**src/rtl/adc_deser.sv**
```systemverilog
// adc_deser
//   Reads TOTAL_ADCS serial ADCs in parallel. They share one chip select and one
//   serial clock. Each readout takes FE_CLOCK_CYCLES samples from every ADC.
//   A sample period is one conversion cycle (CONV), then ADC_DATA_WIDTH SCLK
//   periods of MSB-first shifting (SHIFT), then one cycle (STORE) in which the
//   parallel word is presented with a valid strobe.
//
// Ports
//   iCLK          system clock; all logic runs on its rising edge
//   iRST          asynchronous reset, active low
//   iEN           enable; low aborts a readout in progress
//   iSTART        single-cycle readout request, honoured only when idle
//   iADC_CLK_DIV  SCLK half-period in iCLK cycles; latched at start (0 means 1)
//   iSDATA        serial data, one bit per ADC
//   oCS_n         ADC chip select, active low
//   oSCLK         ADC serial clock
//   oDATA         parallel samples, ADC k in bits [k*W+W-1 : k*W]
//   oDATA_VALID   one-cycle strobe, oDATA holds a new sample set
//   oBUSY         readout in progress
//   oDONE         one-cycle strobe, readout complete
module adc_deser #(
    parameter int ADC_DATA_WIDTH  = 16,
    parameter int TOTAL_ADCS      = 10,
    parameter int FE_CLOCK_CYCLES = 64
) (
    input  logic                                 iCLK,
    input  logic                                 iRST,
    input  logic                                 iEN,
    input  logic                                 iSTART,
    input  logic [15:0]                          iADC_CLK_DIV,
    input  logic [TOTAL_ADCS-1:0]                iSDATA,
    output logic                                 oCS_n,
    output logic                                 oSCLK,
    output logic [TOTAL_ADCS*ADC_DATA_WIDTH-1:0] oDATA,
    output logic                                 oDATA_VALID,
    output logic                                 oBUSY,
    output logic                                 oDONE
);

    localparam int DW     = TOTAL_ADCS * ADC_DATA_WIDTH;
    localparam int CNT_W  = $clog2(FE_CLOCK_CYCLES + 1);
    localparam int HALF_W = $clog2(2 * ADC_DATA_WIDTH);

    localparam logic [CNT_W-1:0]  SAMPLES_LAST = CNT_W'(FE_CLOCK_CYCLES);
    localparam logic [HALF_W-1:0] HALF_LAST    = HALF_W'(2 * ADC_DATA_WIDTH - 1);

    typedef enum logic [2:0] {
        S_IDLE,
        S_CONV,
        S_SHIFT,
        S_STORE,
        S_DONE
    } state_t;

    state_t              state_q;
    logic [15:0]         div_q;       // latched SCLK half-period, never 0
    logic [15:0]         tick_q;      // iCLK cycles within the current SCLK half-period
    logic [HALF_W-1:0]   half_q;      // SCLK half-period index within SHIFT
    logic [CNT_W-1:0]    sample_q;    // samples stored in this readout
    logic [DW-1:0]       shreg_q;
    logic [DW-1:0]       shreg_d;
    logic [DW-1:0]       data_q;
    logic                cs_n_q;
    logic                sclk_q;
    logic                valid_q;
    logic                busy_q;
    logic                done_q;

    // Every ADC shift register takes its own serial bit in at the LSB.
    always_comb begin
        shreg_d = shreg_q;
        for (int k = 0; k < TOTAL_ADCS; k++) begin
            shreg_d[k*ADC_DATA_WIDTH +: ADC_DATA_WIDTH] =
                {shreg_q[k*ADC_DATA_WIDTH +: ADC_DATA_WIDTH-1], iSDATA[k]};
        end
    end

    always_ff @(posedge iCLK or negedge iRST) begin
        if (!iRST) begin
            state_q  <= S_IDLE;
            div_q    <= 16'd1;
            tick_q   <= '0;
            half_q   <= '0;
            sample_q <= '0;
            shreg_q  <= '0;
            data_q   <= '0;
            cs_n_q   <= 1'b1;
            sclk_q   <= 1'b0;
            valid_q  <= 1'b0;
            busy_q   <= 1'b0;
            done_q   <= 1'b0;
        end else begin
            valid_q <= 1'b0;
            done_q  <= 1'b0;
            if (state_q != S_IDLE && !iEN) begin
                // Abort: release the ADCs and keep the last stored word.
                state_q <= S_IDLE;
                cs_n_q  <= 1'b1;
                sclk_q  <= 1'b0;
                busy_q  <= 1'b0;
            end else begin
                case (state_q)
                    S_IDLE: begin
                        if (iSTART && iEN) begin
                            state_q  <= S_CONV;
                            cs_n_q   <= 1'b0;
                            busy_q   <= 1'b1;
                            sample_q <= '0;
                            div_q    <= (iADC_CLK_DIV == 16'd0) ? 16'd1 : iADC_CLK_DIV;
                        end
                    end
                    S_CONV: begin
                        state_q <= S_SHIFT;
                        tick_q  <= '0;
                        half_q  <= '0;
                        sclk_q  <= 1'b0;
                    end
                    S_SHIFT: begin
                        if (tick_q == div_q - 16'd1) begin
                            tick_q <= '0;
                            if (half_q == HALF_LAST) begin
                                // The final half-period was high, so SCLK
                                // falls as the word is presented.
                                state_q  <= S_STORE;
                                sclk_q   <= 1'b0;
                                cs_n_q   <= 1'b1;
                                data_q   <= shreg_q;
                                valid_q  <= 1'b1;
                                sample_q <= sample_q + CNT_W'(1);
                            end else begin
                                half_q <= half_q + HALF_W'(1);
                                sclk_q <= ~sclk_q;
                                // Capture on the edge that raises SCLK.
                                if (!sclk_q) begin
                                    shreg_q <= shreg_d;
                                end
                            end
                        end else begin
                            tick_q <= tick_q + 16'd1;
                        end
                    end
                    S_STORE: begin
                        if (sample_q == SAMPLES_LAST) begin
                            state_q <= S_DONE;
                            done_q  <= 1'b1;
                        end else begin
                            state_q <= S_CONV;
                            cs_n_q  <= 1'b0;
                        end
                    end
                    S_DONE: begin
                        state_q <= S_IDLE;
                        busy_q  <= 1'b0;
                    end
                    default: begin
                        state_q <= S_IDLE;
                        cs_n_q  <= 1'b1;
                        sclk_q  <= 1'b0;
                        busy_q  <= 1'b0;
                    end
                endcase
            end
        end
    end

    assign oCS_n       = cs_n_q;
    assign oSCLK       = sclk_q;
    assign oDATA       = data_q;
    assign oDATA_VALID = valid_q;
    assign oBUSY       = busy_q;
    assign oDONE       = done_q;

endmodule

```
**config.mk**
```make
export PLATFORM = sky130hd
export DESIGN_NAME = adc_deser
export DESIGN_NICKNAME = d
export VERILOG_FILES = /design/src/rtl/adc_deser.sv
export SDC_FILE = /design/constraint.sdc
export NUM_CORES = 1
export LEC_CHECK = 0
export CORE_MARGIN = 1.5
export CORE_UTILIZATION = 55
export DETAILED_ROUTE_END_ITERATION = 10
export PLACE_DENSITY = 0.8
export SLEW_MARGIN = 15
export SYNTH_ARGS = -nofsm -noshare
export SYNTH_HDL_FRONTEND = slang
export SYNTH_SLANG_ARGS = --single-unit
```
**constraint.sdc**
```tcl
create_clock -name iCLK -period 4.3 [get_ports iCLK]
set_input_delay 1.29 -clock iCLK [delete_from_list [all_inputs] [get_ports iCLK]]
set_output_delay 1.29 -clock iCLK [all_outputs]
set_load 0.05 [all_outputs]
```
After elaboration in Yosys (flattened, before gate mapping). Cells that the tools add are included. Widths: inputs -> output; s select.

Mux-type cells: 36. Bitwise gates (word level): 3. Add/subtract/negate cells: 4. Reduce and logical (&&, ||, !) cells: 21. Equal/unequal tests: 18.

Operators by type and width (count): $mux 16 (2); $pmux 16 s2 (1); $mux 7 (3); $mux 1 (17); $add 16x1->16 const B (1); $eq 16x16->1 (1); $logic_not 16->1 (1); $sub 16x1->16 const B (1); $mux 3 (5); $reduce_and 5->1 (3); $pmux 7 s2 (1); $ne 3x3->1 const B (4); $pmux 3 s4 (1); $mux 5 (2); $pmux 5 s2 (1); $ne 2x2->1 const B (4); $reduce_and 4->1 (2); $add 7x1->7 const B (1); $eq 7x7->1 const B (1); $eq 3x2->1 const B (2); $ne 2x1->1 const B (3); $reduce_and 2->1 (3); $reduce_and 3->1 (2); $reduce_or 3->1 (2); 13 further kinds (18).

Input port bits: 30. Word-level logic and storage cells: 94. Output and inout port bits: 165. Flip-flop bits (word level): 372.

Depth between registers and ports, before layout. Gate-level depths: netlist (run 1).

Depth after elaboration: 5. Mapped depth: 13. Gate-level depth less buffers: 9.

Least setup slack after synthesis (run 1). No wires, ideal clock.

Path type: register -> register. From: register div_q[8]. To: register shreg_q[10]. Path buffers: 4. Clock period less this slack: 3440 ps. Data required time: 4175 ps. Arrival: 3315 ps. Setup time: 125 ps. Slack: 860 ps. Stages on the path, launching flop included: 12. Cells stage by stage: dfrtp_1 -> or4_4 -> or3_1 -> or4_4 -> a22oi_2 -> nand4bb_1 -> clkbuf_1 -> or4_1 -> buf_2 -> buf_6 -> buf_6 -> mux2_4.

Cells in the longest elaborated chain, start to end: 3.

Ends and longest elaborated chain: from (decl) (RTL line 56) `logic [15:0] div_q;`; from (signal assigned) (RTL line 109) `div_q <= (iADC_CLK_DIV == 16'd0) ? 16'd1 : iADC_CLK_DIV;`; $sub 16x1->16 (RTL line 119) `if (tick_q == div_q - 16'd1) begin`; $eq 16x16->1 (RTL line 119); $reduce_and 5->1 (no line); to (signal assigned) (RTL line 135) `shreg_q <= shreg_d;`; to (decl) (RTL line 60) `logic [DW-1:0] shreg_q;`.

No other way between the ends. A chain may end at the register's enable or synchronous reset.

Final worst setup path (run 1).
From: register div_q[3]. To: register shreg_q[11].

Same word-level chain as after synthesis.

==> results of run 1 <==
==> metal layers <==
| metal | share of wire [%] | wire length [um] | track usage, % | vias to the layer above |
|---|---|---|---|---|
| met5 | 0 | 0 | 0 | - |
| met4 | 2.2 | 649 | 5.93 | 0 |
| met3 | 6.2 | 1850 | 5.76 | 41 |
| met2 | 49 | 14500 | 34.3 | 206 |
| met1 | 43 | 12800 | 27.7 | 4547 |
| li1 | - | - | - | 4128 |
==> cell usage after synthesis (4+ instances only) <==
cell type and instances:
dfrtp_1 370, mux2_2 248, mux2_4 89, nand2_1 33
clkbuf_1 23, nand3_1 21, buf_2 18, a21oi_1 17
nor3_1 16, inv_1 14, xnor2_1 13, nor2_1 11
buf_6 10, nand4_1 10, nor4_1 10, nand2b_1 9
o21ai_0 8, xor2_1 8, and3_1 7, ha_1 6
mux2i_1 6, nor2b_1 6, nand3b_1 5, or3_1 5
o22ai_1 4, or4_1 4
==> per-stage QoR <==
stage                     instances  hold slack, ns
after floorplan                1029           0.473
after global placement         1573           0.485
after detailed placement       1573           0.492
after CTS                      1642           0.504
after global routing           1642           0.520
final                          1642           0.502
==> path summary, 6_finish.rpt <==
path	endpoint	slack, ns
setup reg to reg	shreg_q[11]$_DFFE_PN0P_	0.56
setup / recovery	shreg_q[11]$_DFFE_PN0P_	0.56
max in group asynchronous	oCS_n$_DFFE_PN1P_	2.57
min in group asynchronous	oDATA[47]$_DFFE_PN0P_	0.82
hold reg to reg	shreg_q[95]$_DFFE_PN0P_	0.50
hold / removal	shreg_q[95]$_DFFE_PN0P_	0.50
==> power by group <==
part	internal [uW]	leakage [uW]	switching, uW	total, uW
Combinational	289	0.00368	338	627
Clock	1900	0.000611	1330	3240
Sequential	3600	0.00515	159	3760
==> registers in the layout (all words and copies together), names as in the netlist, 3 cells and up <==
register and count:
div_q 16, half_q 5, oDATA 160, sample_q 7, shreg_q 160, state_q 3
tick_q 16
==> critical path: cells and delay by family, from the launching register on <==
family                 cells  cell delay, ns
DFF                        1            0.47
muxes                      1            0.45
buffers and inverters      1            0.27
AOI/OAI and AO/OA          2            0.60
and+or+nand+nor            4            1.66
==> cell families (layout without fill, tap and decap cells) <==
logic type	after synthesis	after routing
simple gates	153	153
compound gates	67	67
xor+xnor	22	22
flops	372	372
fa+ha+maj	6	6
buf+inv	66	301
mux	343	343
==> area by class of cell <==
type	count	area, um^2	share of cell area, %
flip-flops and latches	372	9310	48.8
repair buffers	217	2190	11.5
clock inverters	11	97.6	0.512
inverters	15	56.3	0.295
well taps	378	473	2.48
multi-input cells	591	5810	30.4
clock buffers	58	1140	5.97
==> summary.txt, run 1 <==
Run status
  – Status: finished clean

Yosys
  – Multiplexer area fraction after synthesis: 27.1%
  – Post-synth top area cell: dfrtp_1
  – Syn Std Cell Area: 15,400 um^2
  – Asr flop ratio synth: 100%
  – Mapped Cells: 1,029
  – Largest family of logic cells by synthesized area: multiplexers
  – Post-synthesis compound-gate area fraction: 2.99%
  – #FFs+latches synth: 372
  – Share of the synthesized area in the top cell type: 59.9%
  – Primary FF master, synth: dfrtp_1
  – Post-synthesis adder-cell area fraction: 0.486%
  – Syn nets: 1,065
  – EDFF count, synth: 0
  – Post-synth cell types: 61
  – Syn Area/Cell: 15.0 um^2
  – Xor and xnor area share after synthesis: 1.34%
  – Simple-Gate Fraction of Synth Area: 5.56%
  – Sequential-to-total area share from yosys stat: 60.3%
  – Largest cells by area after synthesis: dfrtp_1 (60%), mux2_2 (18%), mux2_4 (8.7%)
  – Yosys warns: 0

Final layout
  – Util after Layout: 68.9%
  – Share of layout cells above drive strength 1: 33.9%
  – Commonest non-fill, non-tap cell in the layout: dfrtp_1
  – # fillers: 1,882
  – # diodes: 0
  – Post-route cell area: 19,100 um^2
  – Final-stage net count: 1,272
  – Area growth from synthesis to layout: 23.5%
  – Most frequent cells in the layout: dfrtp_1 (370), mux2_2 (248), clkdlybuf4s50_1 (193)

Floorplanning
  – DIE HEIGHT: 171 um
  – Core area: 27,700 um^2
  – Initial Util: 55.8%
  – Core Rows: 61
  – I/O Pins: 195
  – Die Area: 29,100 um^2
  – Die Width: 171 um

Global routing
  – First-pass GRT wire length: 49.0 mm
  – GRT overflow: 0
  – Overall global routing resource usage: 21.1%
  – Initial antenna violation count: 0
  – Vias in the first global route: 9,373
  – Largest net degree at the start of global routing: 123

Setup path
  – Crit Reg-Reg Startpoint: div_q[3]$_DFFE_PN0P_
  – Crit path cell chain: or4_1, nor3_1, a21oi_1, a2111oi_1, nand4bb_1, or4_4, buf_12, mux2_4
  – FF-to-FF path depth: 8
  – Worst setup EP type: flip-flop
  – Worst setup SP type: flip-flop
  – Critical path type: reg2reg
  – Worst-path maximum fanout: 122
  – WP data arrival: 4.14 ns
  – Crit-path slowest cell: or4_1
  – Crit path launch: div_q[3]$_DFFE_PN0P_
  – Worst Path Required: 4.70 ns
  – Max stage delay on crit path: 0.62 ns

STA
  – Fmax: 0.267 GHz
  – # setup viols final: 0
  – Minimum clock period: 3.74 ns
  – Worst-margin pin slew: 0.925 ns
  – Slew HR: 38.3%
  – Clk_skew: 0.0121 ns
  – Final TNS setup: 0 ns
  – Final Slew Violations: 0
  – Final period util: 87.1%
  – Final hold vios: 0
  – RSZ-0062 raised after global routing: false
  – PnR worst setup slack: 0.556 ns

Clock tree
  – H-tree Lvls: 2
  – Cts hold-fix bufs: 0
  – Post-cts sizing count: 0
  – Clk buf depth: 3
  – Post CTS Setup Buffer Count: 0
  – CTS tree: done
  – CTS Root Cell: clkbuf_16
  – Clock slew at reported path FFs: 0.06 ns
  – Clk_lat worst skew: 0.52 ns
  – Number of buffers created by CTS: 39
  – Clock Sinks: 372

Drt
  – WL per Instance: 18.2 um
  – Via count: 8,922
  – Via/cell ratio: 5.43
  – DRT Pass-1 Iters: 5
  – DR iter-0 viols: 478
  – Post-route DRC: 0
  – Final wirelength: 29.8 mm
  – Final ANT Viol Nets: 0

Min path
  – Hold Crit Class: reg2reg
  – Hold Startpoint: shreg_q[95]$_DFFE_PN0P_
  – Hold path cells: 1

Placed design
  – Placer Congestion: 0.841
  – Place WS: 0.536 ns
  – DP Wirelength: 18.9 mm
  – DP Area: 17,800 um^2
  – IO buf count: 194

Power and ir drop
  – Pwr Total: 7620 uW
  – VDD IR-drop max: 0.000341 V
  – Leakage power total: 0.00944 uW
  – Power Dens Cells: 400 nW/um^2

Job
  – Max cap viols: 0
Note: power is estimated with default switching activity, not from simulation.
==> inputs of run 2 (changes only) <==
--- a/config.mk
+++ b/config.mk
@@ -5,6 +5,7 @@
 export SDC_FILE = /design/constraint.sdc
 export NUM_CORES = 1
 export LEC_CHECK = 0
+export CORE_ASPECT_RATIO = 1.5
 export CORE_MARGIN = 1.5
 export CORE_UTILIZATION = 55
 export DETAILED_ROUTE_END_ITERATION = 10
==> run 2 against run 1 <==
The flow now finishes with violations (design-rule violations). Die area about the same. Final cell count down 2.4%. Register-to-register slack worse by 0.18 ns. Core utilization down 0.44 points. Clock skew up 0.0021 ns. Hold slack about the same. Global-route usage down 0.11 points. Via count down 0.29%. Total power up 0.82%. Sequential share of layout area up 0.19 points. Critical path type unchanged. Largest power group unchanged. Highest routed layer unchanged.
==> summary.txt, run 2 (synthesis results as in run 1) <==
Run status
  – Status: complete, but fails checks (was finished clean)
  – Violated checks: design-rule violations

Final layout
  – # diodes: 0 (unchanged)
  – Commonest non-fill, non-tap cell in the layout: dfrtp_1 (unchanged)
  – Final-stage net count: 1,264 (was 1,272)
  – Area growth from synthesis to layout: 23.0% (was 23.5%)
  – Util after Layout: 68.4% (was 68.9%)
  – Final Instance Count excl. Fillers: 1,602 (was 1,642)
  – Share of layout cells above drive strength 1: 33.8% (was 33.9%)
  – Most frequent cells in the layout: dfrtp_1 (370), mux2_2 (248), clkdlybuf4s50_1 (193) (unchanged)

Setup path
  – Crit Reg-Reg Startpoint: div_q[3]$_DFFE_PN0P_ (unchanged)
  – WP data arrival: 4.33 ns (was 4.14 ns)
  – Worst Path Buf+Inv: 1 (unchanged)
  – Worst-path maximum fanout: 162 (was 122)
  – FF-to-FF path depth: 8 (unchanged)
  – Worst Path Required: 4.71 ns (was 4.70 ns)
  – Max stage delay on crit path: 0.63 ns (was 0.62 ns)
  – FF-to-FF End: oDATA[122]$_DFFE_PN0P_ (was shreg_q[11]$_DFFE_PN0P_)
  – CP top delay family: simple AND/OR/NAND/NOR gates (unchanged)
  – Critical path type: reg2reg (unchanged)
  – Crit-path slowest cell: or4_1 (unchanged)
  – Worst setup EP type: flip-flop (unchanged)
  – R2r setup slk: 0.38 ns (was 0.56 ns)
  – Worst setup SP type: flip-flop (unchanged)
  – Crit path cell chain: or4_1, nor3_1, a21oi_1, a2111oi_1, and4bb_2, nand3_4, buf_12, mux2_2 (was or4_1, nor3_1, a21oi_1, a2111oi_1, nand4bb_1, or4_4, buf_12, mux2_4)

Drt
  – Final ANT Viol Nets: 0 (unchanged)
  – Post-route DRC: 7 (was 0)
  – WL per Instance: 18.8 um (was 18.2 um)
  – DRT Pass-1 Iters: 10 (was 5)
  – Via/cell ratio: 5.55 (was 5.43)
  – Via count: 8,896 (was 8,922)
  – Final wirelength: 30.1 mm (was 29.8 mm)
  – DR iter-0 viols: 420 (was 478)

STA
  – Fmax: 0.255 GHz (was 0.267 GHz)
  – Clk_skew: 0.0141 ns (was 0.0121 ns)
  – Worst-margin pin slew: 1.24 ns (was 0.925 ns)
  – RSZ-0062 raised after global routing: false (unchanged)
  – PnR worst setup slack: 0.378 ns (was 0.556 ns)
  – Slew HR: 17.1% (was 38.3%)
  – Final period util: 91.2% (was 87.1%)
  – Final TNS setup: 0 ns (unchanged)
  – Final Slew Violations: 0 (unchanged)
  – WHS: 0.503 ns (was 0.502 ns)
  – Final hold vios: 0 (unchanged)
  – # setup viols final: 0 (unchanged)
  – Minimum clock period: 3.92 ns (was 3.74 ns)

Job
  – Max cap viols: 0 (unchanged)

Global routing
  – Busiest grt layer: met2 (unchanged)
  – Vias in the first global route: 9,368 (was 9,373)
  – Overall global routing resource usage: 20.9% (was 21.1%)
  – GR Util met2: 36.2% (was 34.3%)
  – M1 GR Usage: 25.1% (was 27.7%)
  – GR Layer Usage met3: 5.18% (was 5.76%)
  – Largest net degree at the start of global routing: 163 (was 123)
  – First-pass GRT wire length: 48.9 mm (was 49.0 mm)
  – GRT overflow: 0 (unchanged)
  – Initial antenna violation count: 0 (unchanged)

Min path
  – Worst Hold End: oDATA[152]$_DFFE_PN0P_ (was shreg_q[95]$_DFFE_PN0P_)
  – Hold Crit Class: reg2reg (unchanged)
  – Hold path cells: 1 (unchanged)
  – Hold Startpoint: oDATA[152]$_DFFE_PN0P_ (was shreg_q[95]$_DFFE_PN0P_)

Power and ir drop
  – Sequential share of power: 49.0% (was 49.3%)
  – Comb power frac: 8.1% (was 8.2%)
  – Leakage power total: 0.00942 uW (was 0.00944 uW)
  – Power Dens Cells: 404 nW/um^2 (was 400 nW/um^2)
  – VDD IR-drop max: 0.000313 V (was 0.000341 V)
  – Int Power: 5860 uW (was 5790 uW)
  – Switching Share: 23.7% (was 24.0%)
  – Sw Pwr: 1820 uW (was 1830 uW)
  – Clock network fraction of total power: 42.9% (was 42.4%)

Clock tree
  – CTS Root Cell: clkbuf_16 (unchanged)
  – H-tree Lvls: 2 (unchanged)
  – Clk buf depth: 3 (unchanged)
  – Clock Sinks: 372 (unchanged)
  – Number of buffers created by CTS: 36 (was 39)
  – Post-cts sizing count: 0 (unchanged)
  – Clock slew at reported path FFs: 0.06 ns (about the same)
  – Post CTS Setup Buffer Count: 0 (unchanged)
  – Cts hold-fix bufs: 0 (unchanged)
  – Clk_lat worst skew: 0.53 ns (was 0.52 ns)
  – CTS tree: done (unchanged)

Floorplanning
  – Die Width: 140 um (was 171 um)
  – Initial Util: 55.6% (was 55.8%)
  – Die Area: 29,100 um^2 (about the same)
  – DIE HEIGHT: 208 um (was 171 um)
  – Core area: 27,800 um^2 (was 27,700 um^2)
  – I/O Pins: 195 (unchanged)
  – Core Rows: 75 (was 61)

Placed design
  – Place WS: 0.550 ns (was 0.536 ns)
  – Cells after DPL: 1,536 (was 1,573)
  – IO buf count: 194 (unchanged)
  – Placer Congestion: 0.883 (was 0.841)
  – DP Wirelength: 19.3 mm (was 18.9 mm)
## run 2: changes by cell type in the layout (fill, tap and decap cells not counted), sizes merged
| cell | delta |
|---|---|
| buf | -5 |
| bufinv | +2 |
| clkbuf | -2 |
| clkinv | -1 |
| clkinvlp | -1 |
| inv | -1 |
## run 2: worst max-delay path by stage
stage,startpoint,endpoint,slack (ns),cells past startpoint
2_1_floorplan,div_q[8]$_DFFE_PN0P_,shreg_q[10]$_DFFE_PN0P_,0.86,11
3_3_place_gp,iEN,shreg_q[5]$_DFFE_PN0P_,0.59,5
3_5_place_dp,iEN,tick_q[13]$_DFFE_PN0P_,0.55,8
4_1_cts,div_q[3]$_DFFE_PN0P_,shreg_q[5]$_DFFE_PN0P_,0.56,8
5_1_grt,div_q[3]$_DFFE_PN0P_,shreg_q[7]$_DFFE_PN0P_,0.33,8
6_report,div_q[3]$_DFFE_PN0P_,oDATA[122]$_DFFE_PN0P_,0.38,8
## run 2: layer usage
metal | vias to the layer above | share of wire [%]
met5 | - | 0
met3 | 61 | 5.3
met1 | 4575 | 40
met2 | 165 | 51
li1 | 4095 | -
met4 | 0 | 3.2
## run 2: final cells by class
| type | instances | area (um^2) |
|---|---|---|
| clock buffers | 56 | 1120 |
| fillers | 1963 | 8770 |
| well taps | 346 | 433 |
| clock inverters | 10 | 136 |
| flip-flops and latches | 372 | 9310 |
| multi-input cells | 591 | 5810 |
| inverters | 15 | 56.3 |
| repair buffers | 212 | 2140 |
## run 2: stage by stage
stage	cell area, um^2	power [uW]
after floorplan	15400	4190
after global placement	17800	4430
after detailed placement	17800	4460
after CTS	19000	7780
after global routing	19000	7990
final	19000	7690
## run 2: power by group through the flow
stage          sequential [uW]  combinational (uW)  clock, uW
2_1_floorplan             3800                 389          0
3_3_place_gp              3820                 609          0
3_5_place_dp              3830                 624          0
4_1_cts                   3770                 627       3390
5_1_grt                   3790                 689       3510
6_report                  3770                 622       3290
==> inputs of run 3 (changes only) <==
--- a/config.mk
+++ b/config.mk
@@ -8,7 +8,9 @@
 export CORE_ASPECT_RATIO = 1.5
 export CORE_MARGIN = 1.5
 export CORE_UTILIZATION = 55
+export CTS_CLUSTER_SIZE = 20
 export DETAILED_ROUTE_END_ITERATION = 10
+export MAX_ROUTING_LAYER = met4
 export PLACE_DENSITY = 0.8
 export SLEW_MARGIN = 15
 export SYNTH_ARGS = -nofsm -noshare
==> run 3 against run 2 <==
The run still ends with design-rule violations left. Clock power hardly changed. Largest power group unchanged. Core utilization is 0.067 points lower. First-iteration DRC count is 7.4% lower. Combinational power hardly changed. Hold slack hardly changed. Die area stayed put. Wire length is 0.21% lower. Final cell count stayed put. Highest routed layer unchanged.
==> summary.txt, run 3 (synthesis results as in run 1) <==
Setup path
  – Worst Path Required: 4.71 ns (about the same)
  – Crit Reg-Reg Startpoint: div_q[3]$_DFFE_PN0P_ (unchanged)
  – Worst-path maximum fanout: 86 (was 162)
  – FF-to-FF End: shreg_q[105]$_DFFE_PN0P_ (was oDATA[122]$_DFFE_PN0P_)
  – Crit-path slowest cell: or4_4 (was or4_1)
  – Max stage delay on crit path: 0.65 ns (was 0.63 ns)
  – FF-to-FF path depth: 8 (unchanged)
  – Worst setup SP type: flip-flop (unchanged)
  – Critical path type: reg2reg (unchanged)
  – Crit path launch: div_q[3]$_DFFE_PN0P_ (unchanged)
  – Worst setup EP type: flip-flop (unchanged)
  – R2r setup slk: 0.55 ns (was 0.38 ns)
  – CP top delay family: simple AND/OR/NAND/NOR gates (unchanged)
  – Crit path cell chain: or4_1, nor3_1, a21oi_1, a2111oi_1, nand4bb_1, or4_4, buf_12, mux2_2 (was or4_1, nor3_1, a21oi_1, a2111oi_1, and4bb_2, nand3_4, buf_12, mux2_2)
  – Worst Path Buf+Inv: 1 (unchanged)
  – WP data arrival: 4.16 ns (was 4.33 ns)

Clock tree
  – Clock Sinks: 372 (unchanged)
  – Clk buf depth: 3 (unchanged)
  – Post-cts sizing count: 0 (unchanged)
  – Clk_lat worst skew: 0.53 ns (about the same)
  – CTS tree: done (unchanged)
  – Number of buffers created by CTS: 36 (unchanged)
  – Post CTS Setup Buffer Count: 0 (unchanged)
  – H-tree Lvls: 2 (unchanged)
  – Cts hold-fix bufs: 0 (unchanged)
  – Clock slew at reported path FFs: 0.06 ns (about the same)
  – CTS Root Cell: clkbuf_16 (unchanged)

Drt
  – Final ANT Viol Nets: 0 (unchanged)
  – Post-route DRC: 6 (was 7)
  – DR iter-0 viols: 389 (was 420)
  – Via/cell ratio: 5.58 (was 5.55)
  – Via count: 8,943 (was 8,896)
  – WL per Instance: 18.7 um (was 18.8 um)
  – Final wirelength: 30.0 mm (was 30.1 mm)
  – DRT Pass-1 Iters: 9 (was 10)

Floorplanning
  – DIE HEIGHT: 208 um (unchanged)
  – Core Rows: 75 (unchanged)
  – Core area: 27,800 um^2 (unchanged)
  – Die Width: 140 um (unchanged)
  – I/O Pins: 195 (unchanged)
  – Die Area: 29,100 um^2 (unchanged)
  – Initial Util: 55.6% (unchanged)

Power and ir drop
  – Int Power: 5830 uW (was 5860 uW)
  – Switching Share: 23.8% (was 23.7%)
  – Sw Pwr: 1820 uW (about the same)
  – Comb power frac: 8.2% (was 8.1%)
  – Leakage power total: 0.00941 uW (was 0.00942 uW)
  – Clock network fraction of total power: 42.6% (was 42.9%)
  – Power Dens Cells: 403 nW/um^2 (was 404 nW/um^2)
  – Sequential share of power: 49.3% (was 49.0%)
  – VDD IR-drop max: 0.000314 V (was 0.000313 V)

STA
  – RSZ-0062 raised after global routing: false (unchanged)
  – Clk_skew: 0.0146 ns (was 0.0141 ns)
  – Fmax: 0.267 GHz (was 0.255 GHz)
  – # setup viols final: 0 (unchanged)
  – Slew HR: 32.2% (was 17.1%)
  – WHS: 0.503 ns (about the same)
  – Minimum clock period: 3.75 ns (was 3.92 ns)
  – Final period util: 87.2% (was 91.2%)
  – Worst-margin pin slew: 1.02 ns (was 1.24 ns)
  – Final TNS setup: 0 ns (unchanged)
  – Final hold vios: 0 (unchanged)
  – Final Slew Violations: 0 (unchanged)

Min path
  – Hold path cells: 1 (unchanged)
  – Worst Hold End: oDATA[43]$_DFFE_PN0P_ (was oDATA[152]$_DFFE_PN0P_)
  – Hold Startpoint: oDATA[43]$_DFFE_PN0P_ (was oDATA[152]$_DFFE_PN0P_)
  – Hold Crit Class: reg2reg (unchanged)

Global routing
  – Largest net degree at the start of global routing: 163 (unchanged)
  – GRT overflow: 0 (unchanged)
  – Initial antenna violation count: 0 (unchanged)
  – Vias in the first global route: 9,316 (was 9,368)
  – Overall global routing resource usage: 21.5% (was 20.9%)
  – First-pass GRT wire length: 48.8 mm (was 48.9 mm)

Final layout
  – # fillers: 1,967 (was 1,963)
  – # diodes: 0 (unchanged)
  – Area growth from synthesis to layout: 22.9% (was 23.0%)
  – Most frequent cells in the layout: dfrtp_1 (370), mux2_2 (248), clkdlybuf4s50_1 (193) (unchanged)
  – Util after Layout: 68.4% (about the same)
  – Share of layout cells above drive strength 1: 33.8% (about the same)
  – Final-stage net count: 1,264 (unchanged)
  – Commonest non-fill, non-tap cell in the layout: dfrtp_1 (unchanged)

Placed design
  – Placer Congestion: 0.898 (was 0.883)
  – DP Wirelength: 19.3 mm (unchanged)
  – IO buf count: 194 (unchanged)

Run status
  – Status: complete, but fails checks (unchanged)
  – Violated checks: design-rule violations (unchanged)

Job
  – Max cap viols: 0 (unchanged)
## run 3: changes by cell type in the layout (fill, tap and decap cells not counted)
cell,previous run,this run
clkbuf_8,10,8
clkinv_2,6,7
clkbuf_1,8,9
## run 3: area by class of cell
class | count | area (um^2) | share of cell area, %
Tap cell | 346 | 433 | 2.28
Sequential cell | 372 | 9310 | 49.0
Multi-Input combinational cell | 591 | 5810 | 30.6
Clock inverter | 11 | 141 | 0.745
Timing Repair Buffer | 212 | 2140 | 11.3
Inverter | 15 | 56.3 | 0.297
Clock buffer | 55 | 1090 | 5.77
## run 3: worst max-delay path by stage
stage                               end  cells after the start  slack [ns]
2_1_floorplan   shreg_q[10]$_DFFE_PN0P_                     11        0.86
3_3_place_gp     shreg_q[5]$_DFFE_PN0P_                      5        0.59
3_5_place_dp     tick_q[13]$_DFFE_PN0P_                      8        0.55
4_1_cts          shreg_q[5]$_DFFE_PN0P_                      8        0.56
5_1_grt        shreg_q[127]$_DFFE_PN0P_                      8        0.32
6_report       shreg_q[105]$_DFFE_PN0P_                      8        0.55
## run 3: routing by layer
metal	vias to the layer above	GRT usage (%)	routed length, um
met1	4595	25.5	12300
met5	-	-	0
met4	0	8.35	1010
li1	4105	-	-
met3	66	4.74	1420
met2	177	36.0	15300
## run 3: worst register-to-register path, stage by stage, from the launching register on
cell and delay [ns]:
dfrtp_1 0.47, or4_1 0.63, nor3_1 0.37, a21oi_1 0.14, a2111oi_1 0.39, nand4bb_1 0.24, or4_4 0.65, buf_12 0.31
mux2_2 0.43
## run 3: through the flow
| stage | cell area, um^2 | worst slack [ns] | std cells | total power (uW) |
|---|---|---|---|---|
| floorplan | 15400 | 0.860 | 1029 | 4190 |
| global placement | 17800 | 0.591 | 1536 | 4430 |
| detailed placement | 17800 | 0.550 | 1536 | 4460 |
| CTS | 19000 | 0.560 | 1602 | 7750 |
| global route | 19000 | 0.319 | 1602 | 7960 |
| finish | 19000 | 0.548 | 1602 | 7650 |
## run 3: power by group through the flow
stage | clock, uW | combinational (uW) | sequential [uW]
final | 3260 | 623 | 3770
after global routing | 3480 | 690 | 3790
after CTS | 3350 | 627 | 3770
after detailed placement | 0 | 624 | 3830
after global placement | 0 | 609 | 3820
after floorplan | 0 | 389 | 3800
